### config.mk
export PLATFORM = sky130hd
export DESIGN_NAME = step_ctrl
export DESIGN_NICKNAME = d
export VERILOG_FILES = /design/src/rtl/step_ctrl.sv
export SDC_FILE = /design/constraint.sdc
export NUM_CORES = 1
export LEC_CHECK = 0
export BUFFER_PORTS_ARGS = -buffer_cell sky130_fd_sc_hd__clkbuf_2
export CAP_MARGIN = 0
export CORE_ASPECT_RATIO = 0.9
export CORE_MARGIN = 5
export CORE_UTILIZATION = 60
export CTS_CLUSTER_DIAMETER = 100
export DETAILED_ROUTE_END_ITERATION = 8
export PLACE_DENSITY = 0.81
export SLEW_MARGIN = 20
export SYNTH_ARGS = -nofsm -noshare
export SYNTH_HDL_FRONTEND = slang
export SYNTH_SLANG_ARGS = --single-unit
export TNS_END_PERCENT = 10
### constraint.sdc
create_clock -name sys_clk -period 4.3 [get_ports sys_clk]
set_clock_uncertainty 0.15 [all_clocks]
set_input_delay 0.43 -clock sys_clk [delete_from_list [all_inputs] [get_ports sys_clk]]
set_output_delay 0.43 -clock sys_clk [all_outputs]
set_load 0.05 [all_outputs]
### src/rtl/step_ctrl.sv
// CPU step/run controller: synchronized and debounced push button, short press
// issues a single step, long press toggles auto-run, plus a free-running scan tick.
module step_ctrl #(
    parameter int RUN_DIV        = 50000000,
    parameter int SCAN_DIV       = 100000,
    parameter int DEBOUNCE_CYC   = 1000000,
    parameter int LONG_PRESS_CYC = 50000000
) (
    input  logic sys_clk,
    input  logic sys_rst,
    input  logic button,
    output logic step_en,
    output logic scan_tick,
    output logic run_mode,
    output logic btn_db
);

    localparam int RUN_W  = $clog2(RUN_DIV + 1);
    localparam int SCAN_W = $clog2(SCAN_DIV + 1);
    localparam int DB_W   = $clog2(DEBOUNCE_CYC + 1);
    localparam int HOLD_W = $clog2(LONG_PRESS_CYC + 1);

    localparam logic [RUN_W-1:0]  RUN_LAST  = RUN_W'(RUN_DIV - 1);
    localparam logic [SCAN_W-1:0] SCAN_LAST = SCAN_W'(SCAN_DIV - 1);
    localparam logic [DB_W-1:0]   DB_LAST   = DB_W'(DEBOUNCE_CYC - 1);
    localparam logic [HOLD_W-1:0] HOLD_MAX  = HOLD_W'(LONG_PRESS_CYC);
    localparam logic [HOLD_W-1:0] HOLD_LAST = HOLD_W'(LONG_PRESS_CYC - 1);

    typedef enum logic [1:0] {
        IDLE    = 2'd0,
        PRESSED = 2'd1,
        HELD    = 2'd2
    } state_t;

    state_t            state_q,    state_d;
    logic [1:0]        sync_q,     sync_d;
    logic [DB_W-1:0]   db_cnt_q,   db_cnt_d;
    logic [HOLD_W-1:0] hold_q,     hold_d;
    logic [RUN_W-1:0]  run_cnt_q,  run_cnt_d;
    logic [SCAN_W-1:0] scan_cnt_q, scan_cnt_d;
    logic              btn_db_q,   btn_db_d;
    logic              run_mode_q, run_mode_d;
    logic              step_en_q,  step_en_d;
    logic              scan_tick_q, scan_tick_d;
    logic              toggle_s;
    logic              short_step_s;
    logic              run_wrap_s;

    // Next-state logic for synchronizer, debouncer, press FSM and both dividers
    always_comb begin
        state_d      = state_q;
        hold_d       = hold_q;
        btn_db_d     = btn_db_q;
        db_cnt_d     = db_cnt_q;
        run_mode_d   = run_mode_q;
        run_cnt_d    = run_cnt_q;
        scan_cnt_d   = scan_cnt_q;
        scan_tick_d  = 1'b0;
        toggle_s     = 1'b0;
        short_step_s = 1'b0;
        run_wrap_s   = 1'b0;

        sync_d = {sync_q[0], button};

        if (sync_q[1] != btn_db_q) begin
            if (db_cnt_q == DB_LAST) begin
                btn_db_d = sync_q[1];
                db_cnt_d = '0;
            end else begin
                db_cnt_d = db_cnt_q + DB_W'(1);
            end
        end else begin
            db_cnt_d = '0;
        end

        case (state_q)
            IDLE: begin
                if (btn_db_q) begin
                    state_d = PRESSED;
                    hold_d  = HOLD_W'(1);
                end else begin
                    hold_d  = '0;
                end
            end
            PRESSED: begin
                if (!btn_db_q) begin
                    state_d      = IDLE;
                    hold_d       = '0;
                    short_step_s = ~run_mode_q;
                end else if (hold_q == HOLD_LAST) begin
                    state_d  = HELD;
                    hold_d   = HOLD_MAX;
                    toggle_s = 1'b1;
                end else begin
                    hold_d = hold_q + HOLD_W'(1);
                end
            end
            HELD: begin
                if (!btn_db_q) begin
                    state_d = IDLE;
                    hold_d  = '0;
                end else begin
                    hold_d  = hold_q;
                end
            end
            default: begin
                state_d = IDLE;
                hold_d  = '0;
            end
        endcase

        // A toggle restarts the run divider so the first run pulse lands RUN_DIV later
        if (toggle_s) begin
            run_mode_d = ~run_mode_q;
            run_cnt_d  = '0;
        end else if (run_mode_q) begin
            if (run_cnt_q == RUN_LAST) begin
                run_cnt_d  = '0;
                run_wrap_s = 1'b1;
            end else begin
                run_cnt_d  = run_cnt_q + RUN_W'(1);
            end
        end else begin
            run_cnt_d = '0;
        end

        step_en_d = run_wrap_s | short_step_s;

        if (scan_cnt_q == SCAN_LAST) begin
            scan_cnt_d  = '0;
            scan_tick_d = 1'b1;
        end else begin
            scan_cnt_d  = scan_cnt_q + SCAN_W'(1);
        end
    end

    // State and registered outputs
    always_ff @(posedge sys_clk or posedge sys_rst) begin
        if (sys_rst) begin
            state_q     <= IDLE;
            sync_q      <= 2'b00;
            db_cnt_q    <= '0;
            hold_q      <= '0;
            run_cnt_q   <= '0;
            scan_cnt_q  <= '0;
            btn_db_q    <= 1'b0;
            run_mode_q  <= 1'b1;
            step_en_q   <= 1'b0;
            scan_tick_q <= 1'b0;
        end else begin
            state_q     <= state_d;
            sync_q      <= sync_d;
            db_cnt_q    <= db_cnt_d;
            hold_q      <= hold_d;
            run_cnt_q   <= run_cnt_d;
            scan_cnt_q  <= scan_cnt_d;
            btn_db_q    <= btn_db_d;
            run_mode_q  <= run_mode_d;
            step_en_q   <= step_en_d;
            scan_tick_q <= scan_tick_d;
        end
    end

    assign step_en   = step_en_q;
    assign scan_tick = scan_tick_q;
    assign run_mode  = run_mode_q;
    assign btn_db    = btn_db_q;

endmodule

== Word-level counts from Yosys, hierarchy flattened ==
Cells that the tools add are included.

* Input port bits: 3
* Flip-flop bits (word level): 97
* Output and inout port bits: 4

* Equality and inequality tests: 10
* $add $sub $neg: 4
* Bitwise gates (word level): 2
* Reduce and logical (&&, ||, !) cells: 3
* Muxes and demuxes: 25

{| class="wikitable"
|+ Operators with widths
! kind !! count
|-
| 26-bit two-way mux || 6
|-
| 26-bit case mux with 3 select lines || 1
|-
| 26-bit by 1-bit adder with 26-bit output, second input constant || 2
|-
| 26-bit equality test, second input constant || 2
|-
| 20-bit two-way mux || 2
|-
| 20-bit by 1-bit adder with 20-bit output, second input constant || 1
|-
| 20-bit equality test, second input constant || 1
|-
| 17-bit by 1-bit adder with 17-bit output, second input constant || 1
|-
| 17-bit equality test, second input constant || 1
|-
| 17-bit two-way mux || 1
|-
| 1-bit two-way mux || 10
|-
| 2-bit two-way mux || 4
|-
| 2-bit case mux with 3 select lines || 1
|-
| 2-bit != test, second input constant || 2
|-
| 3-bit != test, second input constant || 1
|-
| 3-bit AND reduction || 1
|-
| 2-bit by 1-bit equality test with 1-bit output, second input constant || 1
|-
| 2-bit equality test, second input constant || 1
|-
| 2-bit logical NOT || 1
|-
| 2-bit AND reduction || 1
|-
| 1-bit != test || 1
|-
| 1-bit NOT || 1
|-
| 1-bit bitwise OR || 1
|}

== Longest topological paths before layout ==
Gate-level depths: netlist of run 1.

* Depth in word-level cells: 6
* Gate-level depth with buffers: 8

== Worst setup path before layout of run 1 ==
Ideal clock, no wire load.

* Path kind: register -> register
* Start point: reg hold_q[18]
* End point: reg hold_q[0]
* Required time: 4030 ps
* Cell stages (with the launch flop): 7
* Path buffers: 1
* Path slack: 2275 ps
* Library setup time: 120 ps
* Data arrival time: 1756 ps
* Clock period less this slack: 2025 ps
* Cell sequence: dfrtp_1 -> or4_4 -> nor4_4 -> and4_1 -> buf_4 -> o21ai_1 -> and3_1

* Word-level cells in the longest chain between the ends: 4

{| class="wikitable"
|+ Ends and longest elaborated chain
! element !! RTL line !! text
|-
| start, declared || 38 || <nowiki>logic [HOLD_W-1:0] hold_q, hold_d;</nowiki>
|-
| start signal, assigned || 154 || <nowiki>hold_q <= hold_d;</nowiki>
|-
| 26-bit equality test || 90 || <nowiki>end else if (hold_q == HOLD_LAST) begin</nowiki>
|-
| 26-bit two-way mux || 90 ||
|-
| 26-bit two-way mux || 86 || <nowiki>if (!btn_db_q) begin</nowiki>
|-
| 26-bit case mux with 3 select lines || 76 || <nowiki>case (state_q)</nowiki>
|}

Every way passes these cells.
A chain may end at the register's enable or synchronous reset.

== Worst setup path in the final report of run 1 ==
* Start point: reg state_q[0]
* End point: reg hold_q[11]

* Word-level cells in the longest chain between the ends: 2
* Elaborated cells on any way between the ends: 5

{| class="wikitable"
|+ Ends and longest elaborated chain
! element !! RTL line !! text
|-
| start, declared || 35 || <nowiki>state_t state_q, state_d;</nowiki>
|-
| start signal, assigned || 151 || <nowiki>state_q <= state_d;</nowiki>
|-
| 2-bit equality test (tied with other cells) || 76 ||
|-
| 26-bit case mux with 3 select lines or 2-bit != test (tied branches) || -- ||
|}

Several ways; a longest one is shown, not always the timed one.

==> metrics.yaml, run 1 <==
outcome:
  status: "finished clean"
drt:
  ant_nets: 0
  wl_per_cell_um: 15.01
  drt_iter0_drc: 147
  dr.pass1.iters: 6
  vias: 3617
  drcViolationCount: 0
  wirelength_mm: 9.169
  viasPerCell: 5.920
logic_synthesis:
  synth_compound_area_share_pct: 8.468
  syn_nets: 510
  seq_area_frac_synth_pct: 49.96
  synth-adder-area-share_pct: 1.030
  synthArstFlopShare_pct: 100.0
  synth-edff-count: 0
  yosysUniqueCellTypes: 51
  ys_dominant_reg_cell: "dfrtp_1"
  synth_area_per_cell_um2: 9.664
  syn-instance-count: 503
  netlist_area_mm2: 0.004861
  synth_xor_xnor_area_share_pct: 10.63
  ys_warn_count: 0
  synth_seq_cells: 97
  yosys-mux-area-fraction_pct: 0.6435
  synth-simple-area-share_pct: 26.46
  synth_top_family_by_area: "simple AND/OR/NAND/NOR gates"
critical_path:
  cp_max_fo: 23
  critPathSlowestCell: "a21oi_2"
  critPathArrivalTime_ns: 2.67
  cp-start-kind: "flop"
  critPathKind: "flop to flop"
  cp_top_family: "compound AO/OA/AOI/OAI gates"
  crit_chain: "nor2b_1 > nand2_1 > a21oi_2 > a41oi_1 > a31oi_1"
  cp-end-kind: "flop"
  required_ns: 4.42
  path_buf_inv: 0
  slowest_delay_ns: 0.80
clocking:
  ctsResizeCount: 0
  cts_tree: "done"
  cts_inserted_buffers: 9
  cts_sinks: 97
  max-clock-path-buffers: 2
  cts_hold_buf: 0
  post-cts-setup-buffers: 0
  insertion_delay_ns: 0.36
  path_clk_slew_ns: 0.09
  htreeDepth: 3
  cts_root_buf: "clkbuf_8"
pwr:
  p_leak_nw: 2.168
  p_sw_mw: 0.3433
  ir_worst_vdd_v: 0.0001806
  p_int_mw: 1.150
  combPwrFrac_pct: 1.8
  swShare_pct: 22.99
  pwr-share-seq_pct: 61.5
  power_density_mw_per_mm2: 291.1
  power.share.clock_pct: 36.7
cells_and_area:
  fin_area_mm2: 0.005130
  drive_gt1_share_pct: 7.617
  stdcell_count: 611
  syn_to_final_growth_pct: 5.534
  n_antenna_cell: 0
  layout.nets: 514
sta:
  max_slew.worst_pin.slew_ns: 0.9193
  slew_viol_final: 0
  setup_slack_ns: 1.751
  tns_ns: 0
  rsz0062_at_grt: "false"
  fin_crit_ns: 2.549
  relSlewSlack_pct: 38.15
  hold_ws_ns: 0.02410
  timing.final.hold_violations: 0
  setup_viol_count_final: 0
  fin_crit_sh_pct: 59.27
  fmax_ghz: 0.3923
die:
  die_y_um: 95.39
  num_rows: 31
  die_w_um: 104.9
  design.core.area_mm2: 0.007990
  start_util_pct: 60.84
  io_pins: 7
  die-area_mm2: 0.01000
place:
  io_buffers: 6
  routabilityCongestion: 0.9044
  dpl_cell_area_mm2: 0.004949
  post-dp-hpwl_mm: 6.140
  placed_cells: 595
  place_ws_ns: 1.803
global_route:
  grt_pass1_wl_mm: 16.48
  antenna_found_initial: 0
  grt_max_degree: 65
  grt_pass1_vias: 3487
  grt.overflow.total: 0
  track_usage_pct: 20.13
min_path:
  hold_path.class: "input port to flop"
job:
  maxCapViolCount: 0
==> metal layers <==
layer	up-vias	part of all wire, %	global-route usage, %
met5	-	0	0
met4	0	1.1	5.751
met3	10	4.6	4.536
met2	77	48	32.44
met1	1762	47	27.69
li1	1768	-	-
==> sequential cells by signal, summed over array words and instances (netlist names) <==
register,cells
run_cnt_q,26
scan_cnt_q,17
db_cnt_q,20
state_q,2
scan_tick,1
hold_q,26
btn_db,1
step_en,1
sync_q,2
run_mode,1
==> Yosys cell counts (all sizes together), types with 2 or more instances <==
cell / n / area (um^2)
or2: 3 / 18.77
clkbuf: 9 / 33.78
nand3: 42 / 210.2
nor4bb: 2 / 20.02
o21ai: 30 / 161.4
a22o: 3 / 26.28
and4: 8 / 70.07
buf: 5 / 42.53
mux2i: 2 / 20.02
dfrtp: 96 / 2402
nor4: 8 / 92.58
inv: 16 / 60.06
nor2b: 2 / 12.51
nor4b: 3 / 26.28
and3: 18 / 112.6
xor2: 37 / 324.1
a21oi: 15 / 78.83
xnor2: 22 / 192.7
nor3: 9 / 55.05
nand4: 21 / 146.4
and2: 7 / 43.79
a31oi: 13 / 81.33
nand2b: 2 / 12.51
o21a: 2 / 15.01
ha: 4 / 50.05
nor2: 71 / 266.5
nand2: 39 / 148.9
==> layout make-up <==
cell class | count | area (um^2)
inverter | 16 | 62.56
clock inverter | 5 | 40.04
timing repair buffer | 7 | 37.54
sequential | 97 | 2429
clock buffer | 11 | 141.4
tap | 99 | 123.9
multi-input combinational | 376 | 2296
fill | 648 | 2860
==> per-stage QoR <==
| stage | power [mW] | utilization (%) |
|---|---|---|
| detailed placement | 0.9641 | 61.93 |
| CTS | 1.509 | 64.20 |
| floorplan | 0.9551 | - |
| global placement | 0.9628 | 61.93 |
| global route | 1.555 | 64.20 |
| finish | 1.493 | 64.20 |
==> cell families after synthesis <==
logic type | after synthesis
and+or+nand+nor | 241
DFF | 97
AOI/OAI and AO/OA | 69
xor gates and xnor gates | 59
buffers and inverters | 30
adders and majority gates | 4
muxes | 3
==> worst paths after layout <==
| kind | start | endpoint | slack [ns] | cells past startpoint |
|---|---|---|---|---|
| setup / recovery | state_q[0] | hold_q[11] | 1.75 | 5 |
| hold / removal | button | sync_q[0] | 0.02 | 1 |
| setup reg to reg | state_q[0] | hold_q[11] | 1.75 | 5 |
| hold reg to reg | sync_q[0] | sync_q[1] | 0.22 | 0 |
| max in group asynchronous | sys_rst | hold_q[24] | 3.01 | 3 |
| min in group asynchronous | sys_rst | step_en | 0.05 | 2 |
==> worst reg2reg max path, delay by kind of cell (launching register included) <==
| family | cells | cell delay (ns) |
|---|---|---|
| AND/OR/NAND/NOR | 2 | 0.73 |
| flip-flops | 1 | 0.39 |
| AO/OA/AOI/OAI | 3 | 1.19 |
==> power groups by stage <==
stage          registers [mW]  clock network (mW)  logic [mW]
4_1_cts                 0.918               0.563      0.0285
6_report                0.918               0.549      0.0268
3_3_place_gp            0.935                   0      0.0275
5_1_grt                 0.918               0.603      0.0328
3_5_place_dp            0.936                   0      0.0283
2_1_floorplan           0.935                   0      0.0203
==> cells in the final DEF, fill, tap and decap left out, types with 6 or more instances in the layout <==
cell / netlist / layout
xor2_1: 37 / 37
and4_1: 8 / 8
xnor2_1: 22 / 22
dfrtp_1: 96 / 96
nand4_1: 20 / 20
o21ai_0: 27 / 27
clkbuf_2: 0 / 6
nand2_1: 38 / 38
a31oi_1: 13 / 13
clkbuf_8: 0 / 10
a21oi_1: 14 / 14
nor3_1: 7 / 7
and3_1: 18 / 18
and2_1: 7 / 7
nand3_1: 42 / 42
nor2_1: 71 / 71
inv_1: 16 / 15
(Power assumes the default switching activity.)
==> inputs of run 2 (changes only) <==
--- a/config.mk
+++ b/config.mk
@@ -9,7 +9,7 @@
 export CAP_MARGIN = 0
 export CORE_ASPECT_RATIO = 0.9
 export CORE_MARGIN = 5
-export CORE_UTILIZATION = 60
+export CORE_UTILIZATION = 57
 export CTS_CLUSTER_DIAMETER = 100
 export DETAILED_ROUTE_END_ITERATION = 8
 export PLACE_DENSITY = 0.81
==> constraint.sdc (replaced) <==
create_clock -name sys_clk -period 2.2 [get_ports sys_clk]
set_clock_uncertainty 0.15 [all_clocks]
set_input_delay 0.22 -clock sys_clk [delete_from_list [all_inputs] [get_ports sys_clk]]
set_output_delay 0.22 -clock sys_clk [all_outputs]
set_load 0.05 [all_outputs]
==> run 2 against run 1 <==
Against the previous run:
- the run now ends with negative setup slack left
- global-route usage fell by 0.088 points
- critical path type unchanged
- register-to-register slack worse by 1.8 ns
- cell count up 7.2%
==> metrics.yaml, run 2 (synthesis gave the netlist of run 1 again) <==
critical_path:
  critPathKind: "flop to flop"
  cp_max_fo: 8
  cp_top_family: "simple AND/OR/NAND/NOR gates"
  required_ns: 2.32
  critPathArrivalTime_ns: 2.32
  path_buf_inv: 0
  crit_chain: "or4_4 > nor4_4 > and4_2 > a31oi_1 > o21ai_0"
  cp-start-kind: "flop"
  cp-end-kind: "flop"
  slowest_delay_ns: 0.55
  critPathSlowestCell: "or4_4"
pwr:
  ir_worst_vdd_v: 0.0003737
  p_int_mw: 2.396
  power.share.clock_pct: 39.5
  power_density_mw_per_mm2: 566.9
  swShare_pct: 21.83
  pwr-share-seq_pct: 58.5
  p_sw_mw: 0.6692
  combPwrFrac_pct: 2.1
  p_leak_nw: 2.308
  total_power_mw: 3.065
place:
  place_ws_ns: 0.01863
  routabilityCongestion: 0.8648
  dpl_cell_area_mm2: 0.005165
  post-dp-hpwl_mm: 6.722
  io_buffers: 6
die:
  die_w_um: 107.3
  start_util_pct: 57.54
  num_rows: 32
  die_y_um: 97.61
  die-area_mm2: 0.01048
  io_pins: 7
  design.core.area_mm2: 0.008448
sta:
  setup_slack_ns: -0.0001421
  relSlewSlack_pct: 57.45
  fin_crit_sh_pct: 100.0
  hold_ws_ns: 0.2258
  max_slew.worst_pin.slew_ns: 0.6369
  fmax_ghz: 0.4545
  timing.final.hold_violations: 0
  rsz0062_at_grt: "true"
  slew_viol_final: 0
  setup_viol_count_final: 1
  fin_crit_ns: 2.200
global_route:
  antenna_found_initial: 0
  grt.overflow.total: 0
  grt_max_degree: 37
  grt_pass1_vias: 3711
  grt_pass1_wl_mm: 17.24
  track_usage_pct: 20.04
drt:
  top_layer: "met4"
  wl_per_cell_um: 14.62
  drt-met1-wl_mm: 4.217
  drt_iter0_drc: 197
  ant_nets: 0
  wl_met3_um: 452
  vias: 3786
  viasPerCell: 5.780
  wl_met2_mm: 4.803
  wirelength_mm: 9.573
  dr.pass1.iters: 4
  drcViolationCount: 0
cells_and_area:
  layout.nets: 538
  fillCellCount: 658
  drive_gt1_share_pct: 11.75
  most-common-layout-cells: "dfrtp_1, nor2_1, nand3_1, nand2_1, xor2_1"
  multiInputGateArea_mm2: 0.002312
  fin_area_mm2: 0.005408
  register_area_mm2: 0.002429
  reg_top3: "hold_q: 26 flops, run_cnt_q: 26 flops, db_cnt_q: 20 flops"
  syn_to_final_growth_pct: 11.25
  n_antenna_cell: 0
  final_common_cell: "dfrtp_1"
clocking:
  cts_root_buf: "clkbuf_8"
  path_clk_slew_ns: 0.10
  htreeDepth: 3
  post-cts-setup-buffers: 0
  cts_tree: "done"
  max-clock-path-buffers: 2
  insertion_delay_ns: 0.36
  cts_sinks: 97
  cts_inserted_buffers: 9
outcome:
  violations: "negative setup slack"
  status: "complete, but fails checks"
job:
  maxCapViolCount: 0
min_path:
  hold_path.class: "flop to flop"
[run 2: cell types whose count changed in the layout (fill, tap and decap cells not counted), sizes merged]
cell,previous run,this run
clkinv,4,1
buf,1,23
clkbuf,17,18
bufinv,0,1
dlygate4sd3,0,2
clkinvlp,0,2
inv,17,16
[run 2: final timing paths]
check / from / to / slack [ns] / depth (start not counted)
setup reg to reg: hold_q[18] / hold_q[14] / -0.0001 / 5
hold / removal: sync_q[0] / sync_q[1] / 0.23 / 0
max in group asynchronous: sys_rst / db_cnt_q[14] / 0.95 / 4
min in group asynchronous: sys_rst / run_cnt_q[8] / 0.32 / 3
setup / recovery: hold_q[18] / hold_q[14] / -0.0001 / 5
hold reg to reg: sync_q[0] / sync_q[1] / 0.23 / 0
[run 2: final cells by class]
| type | instances | area share (%) |
|---|---|---|
| Sequential cell | 97 | 44.91 |
| Multi-Input combinational cell | 376 | 42.76 |
| Timing Repair Buffer | 31 | 4.581 |
| Clock buffer | 12 | 2.869 |
| Tap cell | 119 | 2.753 |
| Inverter | 16 | 1.180 |
| Clock inverter | 4 | 0.9486 |
[run 2: metrics by stage]
step                      utilization, %  setup TNS, ns  instances
final                              64.01     -0.0001421        655
after global routing               64.01         -1.363        655
after CTS                          63.82              0        655
after detailed placement           61.14              0        637
after global placement             61.14              0        637
after floorplan                        -              0        503
[run 2: power groups by stage]
stage                     combinational, mW  sequential, mW  clock (mW)
after floorplan                      0.0400            1.83           0
after global placement               0.0620            1.83           0
after detailed placement             0.0631            1.83           0
after CTS                            0.0658            1.79        1.24
after global routing                 0.0758            1.79        1.32
final                                0.0631            1.79        1.21
[run 2: repair_timing]
action                     in CTS  in global routing
hold endpoints to repair       24                  0
setup endpoints to repair       0                 38
hold buffers                    2                  0
resized for setup               0                  4
[run 2: per-layer routing]
metal  up-vias  global-route usage [%]
met4         0                   5.243
met2        89                   32.95
met3        11                   4.850
li1       1814                       -
met1      1872                   26.65
met5         -                       0
==> inputs of run 3 (changes only) <==
--- a/config.mk
+++ b/config.mk
@@ -7,12 +7,12 @@
 export LEC_CHECK = 0
 export BUFFER_PORTS_ARGS = -buffer_cell sky130_fd_sc_hd__clkbuf_2
 export CAP_MARGIN = 0
-export CORE_ASPECT_RATIO = 0.9
 export CORE_MARGIN = 5
 export CORE_UTILIZATION = 57
 export CTS_CLUSTER_DIAMETER = 100
 export DETAILED_ROUTE_END_ITERATION = 8
 export PLACE_DENSITY = 0.81
+export SKIP_LAST_GASP = 1
 export SLEW_MARGIN = 20
 export SYNTH_ARGS = -nofsm -noshare
 export SYNTH_HDL_FRONTEND = slang
==> run 3 against run 2 <==
Against the previous run:
- cell area shrank 0.39%
- non-clock buffer count unchanged
- sequential share of layout area rose by 0.18 points
- flip-flop and latch count unchanged
- register-to-register slack improved by 0.04 ns
- hold slack got worse by 0.013 ns
- the run now ends clean
- clock-buffer cell count stayed put
- highest routed layer unchanged
==> metrics.yaml, run 3 (synthesis gave the netlist of run 1 again) <==
outcome:
  status: "finished clean"
sta:
  timing.final.hold_violations: 0
  max_slew.worst_pin.slew_ns: 0.6047
  setup_viol_count_final: 0
  fin_crit_ns: 2.156
  rsz0062_at_grt: "true"
  fmax_ghz: 0.4638
  fin_crit_sh_pct: 98.01
  relSlewSlack_pct: 59.32
  slew_viol_final: 0
  setup_slack_ns: 0.04368
drt:
  wl_per_cell_um: 14.99
  vias: 3737
  ant_nets: 0
  dr.pass1.iters: 6
  drt_iter0_drc: 167
  wirelength_mm: 9.611
  viasPerCell: 5.830
  drcViolationCount: 0
cells_and_area:
  syn_to_final_growth_pct: 10.81
  n_antenna_cell: 0
  drive_gt1_share_pct: 11.38
  post-route-util_pct: 65.23
  stdcell_count: 641
  layout.nets: 538
  reg_top3: "hold_q: 26 flops, run_cnt_q: 26 flops, db_cnt_q: 20 flops"
  final_common_cell: "dfrtp_1"
  fillCellCount: 668
  most-common-layout-cells: "dfrtp_1, nor2_1, nand3_1, nand2_1, xor2_1"
die:
  num_rows: 33
  die_w_um: 102.3
  design.core.area_mm2: 0.008258
  die-area_mm2: 0.01047
  die_y_um: 102.3
  start_util_pct: 58.86
  io_pins: 7
pwr:
  power_density_mw_per_mm2: 559.1
  total_power_mw: 3.012
  p_leak_nw: 2.301
  ir_worst_vdd_v: 0.0003247
clocking:
  cts_root_buf: "clkbuf_8"
  cts_inserted_buffers: 9
  htreeDepth: 3
  cts_sinks: 97
  path_clk_slew_ns: 0.10
  cts_tree: "done"
  insertion_delay_ns: 0.36
  max-clock-path-buffers: 2
  post-cts-setup-buffers: 0
place:
  post-dp-hpwl_mm: 6.646
  place_ws_ns: -0.1020
  routabilityCongestion: 0.8520
  io_buffers: 6
  placed_cells: 623
global_route:
  antenna_found_initial: 0
  track_usage_pct: 20.14
  grt_pass1_wl_mm: 17.02
  grt.overflow.total: 0
  grt_pass1_vias: 3833
  grt_max_degree: 39
critical_path:
  crit_chain: "or4_4 > nor4_4 > and4_2 > o21ai_1 > and3_1"
  critPathArrivalTime_ns: 2.25
  slowest_delay_ns: 0.55
  cp-start-kind: "flop"
  reg2reg_slack_ns: 0.04
  required_ns: 2.30
  critPathKind: "flop to flop"
  critPathSlowestCell: "or4_4"
  cp_max_fo: 8
  cp-end-kind: "flop"
  path_buf_inv: 0
  cp_top_family: "simple AND/OR/NAND/NOR gates"
min_path:
  hold_path.class: "flop to flop"
job:
  maxCapViolCount: 0
-- run 3: area by class of cell --
| cell class | instances | area, um^2 | share of cell area, % |
|---|---|---|---|
| Clock buffer | 12 | 145.1 | 2.695 |
| Clock inverter | 4 | 52.55 | 0.9756 |
| Inverter | 16 | 63.81 | 1.185 |
| Multi-Input combinational cell | 376 | 2305 | 42.79 |
| Sequential cell | 97 | 2429 | 45.09 |
| Tap cell | 105 | 131.4 | 2.439 |
| Timing Repair Buffer | 31 | 260.3 | 4.832 |
-- run 3: per-stage QoR --
stage | setup TNS (ns) | hold slack [ns] | instance area, um^2
final | 0 | 0.2126 | 5386
after CTS | 0 | 0.2218 | 5385
after detailed placement | -0.2529 | 0.1452 | 5160
after global placement | 0 | 0.1428 | 5160
after global routing | -0.1239 | 0.2342 | 5386
after floorplan | 0 | 0.1014 | 4865
-- run 3: worst paths after layout --
kind,start,end,cells past startpoint
max in group asynchronous,sys_rst,run_mode,4
max reg2reg,hold_q[18],hold_q[0],5
max,hold_q[18],hold_q[0],5
min in group asynchronous,sys_rst,hold_q[2],3
min reg2reg,sync_q[0],sync_q[1],0
min,sync_q[0],sync_q[1],0
-- run 3: layer usage --
metal  share of wire (%)  GRT usage [%]
met2                  51          34.23
met4                 1.5          7.770
met1                  46          25.83
met5                   0              0
met3                 2.4          3.345
-- run 3: where the power goes --
| part | leakage (nW) | switching [mW] | internal (mW) | total, mW |
|---|---|---|---|---|
| clock | 0.0888 | 0.597 | 0.558 | 1.15 |
| sequential | 1.33 | 0.00603 | 1.79 | 1.79 |
| combinational | 0.882 | 0.0463 | 0.0170 | 0.0633 |
-- run 3: timing repair --
action                                  in CTS  in global routing
hold buffers                                 2                  0
endpoints found under the setup margin       6                 11
endpoints found under the hold margin       22                  0
gates cloned                                 0                  0
gates resized for setup                      1                  2
